<file path="config.mk">
export PLATFORM = sky130hd
export DESIGN_NAME = fetch_unit
export DESIGN_NICKNAME = d
export VERILOG_FILES = /design/src/rtl/fetch_unit.sv
export SDC_FILE = /design/constraint.sdc
export NUM_CORES = 1
export LEC_CHECK = 0
export CAP_MARGIN = 20
export CORE_UTILIZATION = 38
export DETAILED_ROUTE_END_ITERATION = 8
export PLACE_DENSITY = 0.83
export SETUP_SLACK_MARGIN = 0.5
export SLEW_MARGIN = 20
export SYNTH_ARGS = -nofsm -noshare
export SYNTH_HDL_FRONTEND = slang
export SYNTH_SLANG_ARGS = --single-unit
</file>
<file path="constraint.sdc">
create_clock -name clk -period 2.08 [get_ports clk]
set_clock_uncertainty 0.1 [all_clocks]
set_input_delay 0.312 -clock clk [delete_from_list [all_inputs] [get_ports clk]]
set_output_delay 0.312 -clock clk [all_outputs]
set_load 0.005 [all_outputs]
</file>
<file path="src/rtl/fetch_unit.sv">
// Instruction fetch stage: holds the PC, fetches over a req/ack handshake, presents Instr/PC/PC+8 to decode.
// Optional `FETCH_ALIGN_CHECK_EN forces branch targets word-aligned and raises a sticky AlignErr.
module fetch_unit #(
  parameter logic [31:0] RESET_PC = 32'h0000_0000
) (
  input  logic        clk,
  input  logic        reset,
  input  logic        PCSrc,
  input  logic [31:0] Result,
  input  logic        Retire,
  output logic        imem_req,
  output logic [31:0] imem_addr,
  input  logic        imem_ack,
  input  logic [31:0] imem_rdata,
  output logic [31:0] Instr,
  output logic        InstrValid,
  output logic [31:0] PC,
  output logic [31:0] PCPlus8,
  output logic        AlignErr,
  output logic [1:0]  dbg_state
);

  typedef enum logic [1:0] {
    ST_RST   = 2'd0,
    ST_FETCH = 2'd1,
    ST_VALID = 2'd2
  } state_t;

  state_t      state_q, state_d;
  logic        imem_req_q, imem_req_d;
  logic        instr_valid_q, instr_valid_d;
  logic [31:0] instr_q, instr_d;
  logic [31:0] pc_q, pc_d;
  logic        align_err_q, align_err_d;
  logic [31:0] target;

`ifdef FETCH_ALIGN_CHECK_EN
  assign target = {Result[31:2], 2'b00};
`else
  assign target = Result;
`endif

  // Handshake: a word transfers on a rising edge where imem_req=1 and imem_ack=1;
  // imem_req stays high with imem_addr held until that edge, ack with req low is ignored.
  always_comb begin
    state_d       = state_q;
    imem_req_d    = imem_req_q;
    instr_valid_d = instr_valid_q;
    instr_d       = instr_q;
    pc_d          = pc_q;
    align_err_d   = align_err_q;
    case (state_q)
      ST_RST: begin
        state_d       = ST_FETCH;
        imem_req_d    = 1'b1;
        instr_valid_d = 1'b0;
      end
      ST_FETCH: begin
        if (imem_req_q && imem_ack) begin
          instr_d       = imem_rdata;
          state_d       = ST_VALID;
          imem_req_d    = 1'b0;
          instr_valid_d = 1'b1;
        end
      end
      ST_VALID: begin
        if (Retire) begin
          pc_d          = PCSrc ? target : pc_q + 32'd4;
          state_d       = ST_FETCH;
          imem_req_d    = 1'b1;
          instr_valid_d = 1'b0;
`ifdef FETCH_ALIGN_CHECK_EN
          if (PCSrc && (Result[1:0] != 2'b00)) align_err_d = 1'b1;
`endif
        end
      end
      default: begin
        state_d       = ST_RST;
        imem_req_d    = 1'b0;
        instr_valid_d = 1'b0;
      end
    endcase
  end

  always_ff @(posedge clk or posedge reset) begin
    if (reset) begin
      state_q       <= ST_RST;
      imem_req_q    <= 1'b0;
      instr_valid_q <= 1'b0;
      instr_q       <= 32'h0;
      pc_q          <= RESET_PC;
      align_err_q   <= 1'b0;
    end else begin
      state_q       <= state_d;
      imem_req_q    <= imem_req_d;
      instr_valid_q <= instr_valid_d;
      instr_q       <= instr_d;
      pc_q          <= pc_d;
      align_err_q   <= align_err_d;
    end
  end

  assign imem_req   = imem_req_q;
  assign imem_addr  = pc_q;
  assign Instr      = instr_q;
  assign InstrValid = instr_valid_q;
  assign PC         = pc_q;
  assign PCPlus8    = pc_q + 32'd8;
  assign dbg_state  = state_q;
`ifdef FETCH_ALIGN_CHECK_EN
  assign AlignErr   = align_err_q;
`else
  assign AlignErr   = 1'b0;
`endif

endmodule
</file>
==> summary.md <==
| Metric | Value |
|---|---|
| Synth Net Count | roughly 540 |
| # fillers | roughly 570 |
| Reg-to-reg slack, setup | -340 ps |
| GRT Util Overall | 0.363 |
| Crit Path Max Fanout | 3 |
| Buffers on Ports | 200 |
| Setup Crit Path Kind | reg -> out |
| Mapped Area | approximately 4300 um2 |
| Full die area | around 12000 um2 |
| Critical-path cell list | nand4_4 > nor4_4 > buf_4 > buf_6 > nand4_1 > xnor2_2 > buf_2 |
| Slowest stage delay, CP | ~440 ps |
| Lkg Pwr | ~4.3 nW |
| Total core area | 11000 um2 |
| Root buf cell | clkbuf_16 |
| WL met2 | around 11000 um |
| WL met3 | ~3500 um |
| Grt ovf | 0 |
| Yosys warning count | 0 |
| Setup crit end | PCPlus8[22] |
| Failing checks | negative setup slack |
| Reg2reg start | PC[15]$_DFFE_PP0P_ |
| Synth Register Bits | 68 |
| Final worst setup slack | -704 ps |
| Post-Synthesis Cells | around 470 |
| Clock share of power | 0.169 |
| Min-delay worst type | in -> async |
| Slew Limit Fails | 0 |
| Met1 Wirelength | just under 9000 um |
| Internal power | between 6 and 7 mW |
| Row cnt | 38 |
| Main synth FF type | dfrtp_1 |
| Required time of the critical path | between 1500 and 2000 ps |
| Syn avg cell area | 9.33 um2 |
| CTS Buf Count | 9 |
| Status | finished, violations left |
| Via-per-instance ratio | 6.15 |
| RSZ-0062 raised after global routing | yes |
| First-pass GRT wire length | between 30000 and 40000 um |
| CTS Hold Bufs | 0 |
| Worst skew pair latency | around 340 ps |
| Period minus WS final | 2780 ps |
| Final Hold Fails | 0 |
| Fin crit share | 1.34 |
| Number of synthesized flops with an enable pin | 0 |
| Largest net degree at the start of global routing | 69 |
| Critical Path Source | PC[8]$_DFFE_PP0P_ |
| Post-synth cell types | 58 |
| Nets | 897 |
| Max-Cap Viols | 0 |
| Number of antenna violations at the first check in global routing | 0 |
| Asr flop ratio synth | 1.00 |
| Hpwl dp | 11300 um |
| Max-slew headroom | 0.561 |
| Die W | 109 um |
| Register area share after synthesis | 0.392 |
| Post-DRT Antenna Nets | 0 |
| Worst VDD drop | just over 0.0007 V |
| H-tree levels | 3 |
| Detailed Routing Iterations Pass 1 | 6 |
| Worst-Margin Slew | around 660 ps |
| Fin Hold WS | ~310 ps |
| Sw Ratio | 0.366 |
| CP Capture Type | output port |
| Initial DRC Count | between 900 and 1k |
| Wire per inst | ~26 um |
| Die Y | between 100 and 150 um |
| Area Overhead vs Synth | 111% |
| Number of global-route vias before repair | approximately 5.9k |
| Combinational power share | 0.592 |
| DRC | 0 |
| Share of power burned in registers | 0.239 |
| Worst EP arrival | around 2400 ps |
| CTS tree | yes |
| GP Congestion | 0.925 |
| Layout cells sized above 1 | 0.573 |
| Crit Reg-Reg Endpoint | PC[26]$_DFFE_PP0P_ |
| Fin Setup TNS | -14300 ps |
| Fmax | 0.359 GHz |
| Io pins | around 200 |
| Initial Util | 0.395 |
| Max Buffers Root-to-Sink | 2 |
| Pwr dens | about 1100 nW/um2 |
| R2R cell count | 8 |
| Critical Path Source Type | register |
| Clock-pin slew on the worst setup and hold paths | approximately 60 ps |
| Sink Count | 68 |
| Max layer used | met4 |
| Vias | 5981 |
| Drt total wl | ~25000 um |
| Slowest-stage cell, CP | dfrtp_1 |
| P_sw | about 3.7 mW |
| # setup viols final | 48 |
==> metal layers <==
layer / vias to the layer above / track usage
met5: - / 0
met4: 0 / 0.249
met3: 171 / 0.116
met2: 545 / 0.578
met1: 2882 / 0.416
li1: 2383 / -
==> state kept, by name (all words and copies together), names as in the netlist <==
signal / count
Instr: 32
InstrValid: 1
PC: 32
dbg_state: 2
imem_req: 1
==> power groups by stage <==
| stage | clock network [mW] | logic, mW | registers (mW) |
|---|---|---|---|
| 6_report | 1.71 | 5.98 | 2.42 |
| 5_1_grt | 1.77 | 6.22 | 2.46 |
| 4_1_cts | 1.66 | 4.84 | 2.32 |
| 3_5_place_dp | 0 | 4.36 | 2.37 |
| 3_3_place_gp | 0 | 4.29 | 2.32 |
| 2_1_floorplan | 0 | 2.00 | 2.36 |
==> synthesized netlist by cell type (12+ instances only) <==
library cell  instances  area (um2)
xnor2_1              18         158
dfrtp_1              68        1700
inv_1                12        45.0
clkbuf_1             23        86.3
nor2_1               21        78.8
nand2_1              26        97.6
nor3_1               14        70.1
mux2_2               34         383
o21ai_0              17        85.1
a21oi_1              18        90.1
buf_4                36         270
nand4_1              21         131
buf_2                14        70.1
nand3_1              22         110
and3_1               12        75.1
==> cell usage in the layout (no fill, tap or decap), drive strengths merged, types with 5 or more instances in the layout <==
cell,n
a21oi,18
a22oi,5
a311oi,6
and3,12
buf,302
clkbuf,16
clkdlybuf4s50,67
dfrtp,68
dlygate4sd2,48
inv,11
mux2,34
nand2,26
nand3,22
nand4,23
nor2,21
nor3,15
nor4,12
o21ai,17
o2bb2ai,6
or3,5
xnor2,18
xor2,9
==> cell families after synthesis <==
family	Yosys count	synth area share
flops	68	0.392
buf+inv	89	0.112
mux	36	0.0929
xor+xnor	27	0.0545
simple gates	159	0.210
fa+ha+maj	2	0.00577
compound gates	83	0.131
other cells	1	0.000864
==> through the flow <==
step	util	total power, mW	instance area [um2]	cells	setup slack (ps)
2_1_floorplan	-	4.36	4620	465	85.7
3_3_place_gp	0.633	6.61	6960	820	-264
3_5_place_dp	0.633	6.73	6960	820	-346
4_1_cts	0.767	8.82	8430	935	-316
5_1_grt	0.833	10.4	9150	971	-713
6_report	0.833	10.1	9150	972	-704
==> timing repair <==
action | in CTS | in global routing
pin swaps | 65 | 40
resized for setup | 540 | 108
setup endpoints to repair | 157 | 115
setup buffers | 99 | 34
cloned | 0 | 2
==> critical path, delay by kind of cell (launching register included) <==
kind	cells	cell delay, ps
buffers and inverters	3	510
and+or+nand+nor	3	670
xor gates and xnor gates	1	390
DFF	1	440
==> area by class of cell <==
cell class,count,area (um2),area share
repair buffers,427,4030,0.440
multi-input cells,308,2860,0.312
flip-flops and latches,68,1720,0.188
clock buffers,11,243,0.0265
well taps,140,175,0.0191
clock inverters,5,75.1,0.00820
inverters,12,48.8,0.00533
diodes,1,2.50,0.000273
==> worst min-delay path by stage <==
stage / cells past startpoint / endpoint
final: 3 / Instr[0]$_DFFE_PP0P_
after global routing: 3 / Instr[0]$_DFFE_PP0P_
after CTS: 3 / Instr[0]$_DFFE_PP0P_
after detailed placement: 1 / Instr[18]$_DFFE_PP0P_
after global placement: 1 / Instr[1]$_DFFE_PP0P_
after floorplan: 1 / dbg_state[1]$_DFFE_PP0P_
No activity file was read; power rests on OpenSTA's default activity.
